**config.mk**
```make
export PLATFORM = sky130hd
export DESIGN_NAME = fp_min_reduce_ctrl_flat
export DESIGN_NICKNAME = d
export VERILOG_FILES = /design/src/rtl/fp_min_reduce_ctrl_if.sv /design/src/rtl/fp_min_reduce_ctrl.sv /design/src/flat_wrapper.sv
export SDC_FILE = /design/constraint.sdc
export NUM_CORES = 1
export LEC_CHECK = 0
export ABC_AREA = 1
export BUFFER_PORTS_ARGS = -buffer_cell sky130_fd_sc_hd__clkbuf_2
export CAP_MARGIN = 25
export CORE_AREA = 2 2 99 101
export DETAILED_ROUTE_END_ITERATION = 16
export DIE_AREA = 0 0 101 103
export PLACE_DENSITY_LB_ADDON = 0.3
export SKIP_LAST_GASP = 1
export SYNTH_ARGS = -nofsm -noshare
export SYNTH_HDL_FRONTEND = slang
export SYNTH_SLANG_ARGS = --single-unit
export TNS_END_PERCENT = 5
```
**constraint.sdc**
```tcl
create_clock -name clk -period 2.5 [get_ports clk]
set_input_delay 0.125 -clock clk [delete_from_list [all_inputs] [get_ports clk]]
set_output_delay 0.125 -clock clk [all_outputs]
set_load 0.01 [all_outputs]
```
**src/rtl/fp_min_reduce_ctrl_if.sv**
```systemverilog
// fp_min_reduce_ctrl_if: operand stream in, reduction result out, valid/ready on both sides.
interface fp_min_reduce_ctrl_if #(
    parameter int W     = 32,
    parameter int CNT_W = 16
);
    logic             in_valid;
    logic             in_ready;
    logic [W-1:0]     in_data;
    logic             in_last;
    logic             out_valid;
    logic             out_ready;
    logic [W-1:0]     out_data;
    logic [4:0]       out_status;
    logic [CNT_W-1:0] out_count;

    modport master (
        output in_valid, in_data, in_last, out_ready,
        input  in_ready, out_valid, out_data, out_status, out_count
    );

    modport slave (
        input  in_valid, in_data, in_last, out_ready,
        output in_ready, out_valid, out_data, out_status, out_count
    );
endinterface

```
**src/rtl/fp_min_reduce_ctrl.sv**
```systemverilog
// fp_min_reduce_ctrl: folds a last-terminated float stream into its minimum, with sNaN sticky flag and element count.
module fp_min_reduce_ctrl #(
    parameter int SIGN_W = 1,
    parameter int EXPO_W = 8,
    parameter int MANT_W = 23,
    parameter int CNT_W  = 16
) (
    input logic                 clk,
    input logic                 rst,
    fp_min_reduce_ctrl_if.slave bus
);
    localparam int W = SIGN_W + EXPO_W + MANT_W;
    localparam int M = EXPO_W + MANT_W;

    typedef enum logic [1:0] {IDLE, ACC, DONE} state_t;

    state_t           state_q, state_d;
    logic [W-1:0]     acc_q, acc_d;
    logic [CNT_W-1:0] cnt_q, cnt_d;
    logic             sticky_q, sticky_d;
    logic             fire, first, done;

    function automatic logic is_nan(input logic [W-1:0] x);
        return (&x[MANT_W +: EXPO_W]) && (|x[MANT_W-1:0]);
    endfunction

    function automatic logic is_snan(input logic [W-1:0] x);
        return is_nan(x) && !x[MANT_W-1];
    endfunction

    function automatic logic is_zero(input logic [W-1:0] x);
        return ~|x[M-1:0];
    endfunction

    // Infinities need no special case: {expo,mant} magnitude ordering already ranks them.
    function automatic logic [W-1:0] fmin(input logic [W-1:0] a, input logic [W-1:0] b);
        if (is_nan(b)) return a;
        if (is_nan(a)) return b;
        if (is_zero(a) && is_zero(b)) return a;
        if (a[W-1] != b[W-1]) return a[W-1] ? a : b;
        return (a[W-1] ? b[M-1:0] > a[M-1:0] : b[M-1:0] < a[M-1:0]) ? b : a;
    endfunction

    assign done  = state_q == DONE;
    assign fire  = bus.in_valid && !done;
    assign first = state_q == IDLE;

    always_ff @(posedge clk) begin
        if (rst) begin
            state_q  <= IDLE;
            acc_q    <= '0;
            cnt_q    <= '0;
            sticky_q <= 1'b0;
        end else begin
            state_q  <= state_d;
            acc_q    <= acc_d;
            cnt_q    <= cnt_d;
            sticky_q <= sticky_d;
        end
    end

    always_comb begin
        state_d  = state_q;
        acc_d    = acc_q;
        cnt_d    = cnt_q;
        sticky_d = sticky_q;
        if (fire) begin
            state_d  = bus.in_last ? DONE : ACC;
            acc_d    = first ? bus.in_data : fmin(acc_q, bus.in_data);
            cnt_d    = first ? CNT_W'(1) : (&cnt_q ? cnt_q : cnt_q + CNT_W'(1));
            sticky_d = (!first && sticky_q) || is_snan(bus.in_data);
        end else if (done && bus.out_ready) begin
            state_d  = IDLE;
            cnt_d    = '0;
            sticky_d = 1'b0;
        end
    end

    always_comb begin
        bus.in_ready   = !rst && !done;
        bus.out_valid  = done;
        bus.out_data   = done ? acc_q : '0;
        bus.out_status = done ? {sticky_q, 4'b0} : 5'b0;
        bus.out_count  = done ? cnt_q : '0;
    end
endmodule

```
**src/flat_wrapper.sv**
```systemverilog
// flat-port wrapper written by rule: the top's interface ports become plain ports
module fp_min_reduce_ctrl_flat 
#(
    parameter int SIGN_W = 1,
    parameter int EXPO_W = 8,
    parameter int MANT_W = 23,
    parameter int CNT_W  = 16
)
  (clk, rst, bus_in_valid, bus_in_data, bus_in_last, bus_out_ready, bus_in_ready, bus_out_valid, bus_out_data, bus_out_status, bus_out_count);
  fp_min_reduce_ctrl_if #(.W(32), .CNT_W(CNT_W)) bus_i ();
  input logic clk;
  input logic rst;
  input wire logic [$bits(bus_i.in_valid)-1:0] bus_in_valid;
  input wire logic [$bits(bus_i.in_data)-1:0] bus_in_data;
  input wire logic [$bits(bus_i.in_last)-1:0] bus_in_last;
  input wire logic [$bits(bus_i.out_ready)-1:0] bus_out_ready;
  output wire logic [$bits(bus_i.in_ready)-1:0] bus_in_ready;
  output wire logic [$bits(bus_i.out_valid)-1:0] bus_out_valid;
  output wire logic [$bits(bus_i.out_data)-1:0] bus_out_data;
  output wire logic [$bits(bus_i.out_status)-1:0] bus_out_status;
  output wire logic [$bits(bus_i.out_count)-1:0] bus_out_count;
  assign bus_i.in_valid = bus_in_valid;
  assign bus_i.in_data = bus_in_data;
  assign bus_i.in_last = bus_in_last;
  assign bus_i.out_ready = bus_out_ready;
  assign bus_in_ready = bus_i.in_ready;
  assign bus_out_valid = bus_i.out_valid;
  assign bus_out_data = bus_i.out_data;
  assign bus_out_status = bus_i.out_status;
  assign bus_out_count = bus_i.out_count;
  fp_min_reduce_ctrl #(.SIGN_W(SIGN_W), .EXPO_W(EXPO_W), .MANT_W(MANT_W), .CNT_W(CNT_W)) u_core (.clk(clk), .rst(rst), .bus(bus_i));
endmodule
```
# Word level (Yosys, flattened, before mapping)

Cells that the tools add are included.

Output and inout bits: 55
Input port bits: 37
Bits in registers: 51
Word-level logic and storage cells: 78

Reductions and logical operators: 28
$add $sub $neg: 1
Order comparisons: 2
Equality and inequality tests: 4
Muxes and demuxes: 38

Operator list:

| operator                                      | count |
|---|---|
| two-way mux 32 bit                            | 12 |
| two-way mux 16 bit                            | 5 |
| OR reduction 31 bit                           | 2 |
| OR reduction 23 bit                           | 2 |
| > comparator 31 bit                           | 1 |
| < comparator 31 bit                           | 1 |
| two-way mux 1 bit                             | 17 |
| adder 16 x 1 -> 16 bit, second input constant | 1 |
| AND reduction 16 bit                          | 1 |
| AND reduction 8 bit                           | 2 |
| logical AND 1 bit                             | 8 |
| inequality test 7 bit, second input constant  | 1 |
| logical NOT 1 bit                             | 6 |
| two-way mux 2 bit                             | 3 |
| nonzero test 6 bit                            | 1 |
| two-way mux 5 bit                             | 1 |
| AND reduction 2 bit                           | 2 |
| inequality test 3 bit, second input constant  | 1 |
| AND reduction 3 bit                           | 1 |
| equality test 2 bit, second input constant    | 1 |
| logical NOT 2 bit                             | 1 |
| nonzero test 2 bit                            | 1 |
| logical OR 1 bit                              | 1 |
| inequality test 1 bit                         | 1 |

# Logic depth before layout (Yosys ltp)

Depth in word-level cells: 18
Depth in mapped cells: 19
Mapped depth without buffers: 18

# Worst setup path before layout

No wires, ideal clock.

Path kind: reg2reg
Start: register u_core.acc_q[22]
End: register u_core.acc_q[18]
Library setup time: 0.113 ns
Arrival time: 1.848 ns
Period minus slack after synthesis: 1.961 ns
Cell stages (with the launch flop): 16
Buffers on the path: 2
Data required time: 2.387 ns
Slack: 0.539 ns
Path through: dfxtp_1 > inv_1 > ha_1 > nand2_1 > nor2_1 > nand2_1 > nor3_2 > nand3_1 > nand2_1 > nand2_1 > nand2_1 > nand2_2 > buf_4 > buf_6 > a21oi_2 > nor2_1

Cells in the longest elaborated chain, start to end: 11
Elaborated cells between the ends (all ways): 26
Classes of those cells: order compare (2); eq/ne (1); mux (16); reduce/logical (7)

Ends and longest elaborated chain:

| element                                                      | RTL line                 | RTL |
|---|---|---|
| from (decl)                                                  | fp_min_reduce_ctrl.sv:18 | `logic [W-1:0] acc_q, acc_d;` |
| from (signal assigned)                                       | fp_min_reduce_ctrl.sv:51 | `acc_q <= '0;` |
| from (signal assigned)                                       | fp_min_reduce_ctrl.sv:56 | `acc_q <= acc_d;` |
| branches (longest 11 deep; another with < comparator 31 bit) | n/a                      |  |

Parallel ways; which one is timed is not known. The select of a mux whose other input is x is not followed.
A chain may end at the register's enable or synchronous reset.

# Final worst setup path

Start: register u_core.acc_q[30]
End: register u_core.acc_q[29]

The elaborated chain is that of the path after synthesis.

==> impl_metrics.json <==
{
  "status": "finished clean",
  "remaining_drc_errors": 0,
  "maxSlewViolCount": 0,
  "drt_wl_total_mm": 10.6,
  "cp_slowest_cell": "dfxtp_1",
  "post-route-period-util_pct": 90.2,
  "hold_viol_final": 0,
  "cp_slowest_stage_delay_ns": 0.37,
  "final_nets": 824,
  "final_cell_mix": "nand2_1, nor2_1, clkbuf_2",
  "setup_viol": 0,
  "core_um2": 9460,
  "layout-area-overhead-vs-synth_pct": 14.1,
  "synth_top_cell_by_area": "dfxtp_1",
  "antenna_found_initial": 0,
  "tns_ns": 0,
  "worstPathArrival_ns": 2.47,
  "final_common_cell": "nand2_1",
  "initial_core_util_pct": 43.5,
  "max_freq_ghz": 0.443,
  "cp_common_cell": "nand2_1",
  "die-area_um2": 10400,
  "fillerInstances": 1045,
  "clock_latency_ns": 0.31,
  "cts.sinks": 51,
  "cp_cell_sequence": "inv_1 -> ha_1 -> nand2_1 -> nor2_1 -> nand3_1 -> nor3_2 -> nand3_1 -> nand2_1 -> nand2_1 -> nand2_1 -> nand2_2 -> nand2_2 -> nand2_1 -> nand2_1 -> nor2_1",
  "grt-ovfl-total": 0,
  "clk_path_buf_depth": 2,
  "io_pins": 92,
  "period_needed_ns": 2.26,
  "r2r_cells": 15,
  "synth-seq-cells": 51,
  "hpwl_mm": 8.01,
  "ys_warn_count": 0,
  "cts_tree": "yes",
  "post_cts_buffers": 0,
  "drive_gt1_share_pct": 19.6,
  "placementRows": 36,
  "fin_util_pct": 49.6,
  "whs_path_depth": 2,
  "fin_skew_ns": 0.00583,
  "relSlewSlack_pct": 65.0,
  "avgSynthCellArea_um2": 6.07,
  "yosysTopAreaCellShare_pct": 24.8,
  "die_w_um": 101,
  "cts_made_buffers": 5,
  "worstPathMaxFanout": 14,
  "worstMarginPinSlew_ns": 0.525,
  "antenna-diode-count": 0,
  "power_density_nw_per_um2": 458,
  "postSynthCellCount": 677,
  "io_buffers": 87,
  "cts-root-buf": "clkbuf_8",
  "grt_setup_unrepaired": "yes",
  "wire_per_inst_um": 12.2,
  "grt_usage_pct": 20.9,
  "hold_path.class": "in2reg",
  "via_per_inst": 5.00,
  "die_h_um": 103,
  "drtPass1Iterations": 4,
  "peakVddDrop_v": 0.000310,
  "synth_cell_types": 39,
  "grt_pass1_vias": 3974,
  "ant_nets": 0,
  "synthTopCellsByArea": "dfxtp_1, nand2_1, nor2_1",
  "cp-start-kind": "flip-flop",
  "num_vias": 4344,
  "htreeDepth": 2,
  "path_clk_slew_ns": 0.10,
  "p_leak_nw": 2.35,
  "drt_iter0_drc": 172,
  "grt_pass1_wl_mm": 17.8,
  "cp-end-kind": "flip-flop",
  "drv_cap": 0,
  "netlist_area_um2": 4110,
  "gp_congestion": 0.810,
  "hold_ws_ns": 0.114,
  "grt_max_degree": 50,
  "synth-seq-area-share_pct": 24.8,
  "path_class": "reg2reg",
  "cp.required_ns": 2.72
}
synth_stat cells:
cell type and instances:
inv_1 82, a21oi_1 30, o21ai_0 8, nor3b_1 1, inv_2 9, nor4_1 1, ha_1 33, nor2_2 6
a31oi_1 1, buf_4 6, nand3b_1 1, nor2_1 149, nor3b_2 1, a211oi_2 1, nand2_1 171, buf_2 5
clkbuf_1 11, or3_1 1, nand3b_4 1, nand3_1 48, clkinv_1 2, dfxtp_1 51, nand4_2 1, nor3_1 4
xor2_1 2, buf_8 2, and2_1 1, o211ai_1 2, o211a_1 1, a21oi_2 17, nand2_2 6, nand4_1 9
buf_1 1, nor2_4 2, a21o_1 2, nor3_2 2, a22oi_1 2, buf_6 3, conb_1 1
logic make-up after synthesis:
family                   Yosys count  synth area share (%)
AND/OR/NAND/NOR                  405                  41.7
buffers and inverters            121                  12.8
AO/OA/AOI/OAI                     64                  10.0
flip-flops                        51                  24.8
adder cells (fa/ha/maj)           33                  10.0
XOR/XNOR                           2                 0.426
other                              1                0.0912
critical path, delay by kind of cell (launching register included):
family                   cells  cell delay (ns)
buffers and inverters        1             0.10
AND/OR/NAND/NOR             13             1.39
flip-flops                   1             0.37
adder cells (fa/ha/maj)      1             0.31
state kept, by name, summed over array words and instances, names as in the netlist:
signal and count:
u_core.acc_q 32, u_core.state_q 2, u_core.cnt_q 16, u_core.sticky_q 1
cell type report:
type                            instances  area (um2)  area share, %
Clock buffer                            5        68.8           1.47
Tap cell                              114         143           3.04
Sequential cell                        51        1020           21.8
Clock inverter                          3        20.0          0.427
Timing Repair Buffer                   95         514           11.0
Multi-Input combinational cell        508        2570           54.9
Inverter                               93         349           7.45
worst paths after layout:
check	start	to	slack [ns]
max	u_core.acc_q[30]	u_core.acc_q[29]	0.24
min	rst	u_core.sticky_q	0.11
max reg2reg	u_core.acc_q[30]	u_core.acc_q[29]	0.24
min reg2reg	u_core.sticky_q	u_core.sticky_q	0.48
timing repair:
item | CTS | global route
gates resized for setup | 0 | 1
hold buffers | 1 | 0
setup endpoints to repair | 0 | 13
hold endpoints to repair | 1 | 0
power by group:
part | leakage, nW | switching [mW] | internal (mW)
logic | 1.89 | 0.446 | 0.263
registers | 0.419 | 0.0504 | 0.876
clock network | 0.0402 | 0.316 | 0.196
total | 2.35 | 0.812 | 1.34
metal layers:
metal | track usage (%) | vias up | part of all wire, %
met3 | 2.85 | 17 | 6.5
met5 | 0 | - | 0
met1 | 27.5 | 1935 | 45
met4 | 4.99 | 0 | 1.5
met2 | 36.6 | 138 | 47
li1 | - | 2254 | -
through the flow:
stage                     area (um2)  setup slack [ns]  total power [mW]  instances
after floorplan                 4120             0.539              1.48        680
after global placement          4590             0.271              1.63        860
after detailed placement        4590             0.237              1.65        860
after CTS                       4680             0.192              2.15        869
after global routing            4690           -0.0583              2.30        869
final                           4690             0.244              2.15        869
No activity file was read; power rests on OpenSTA's default activity.
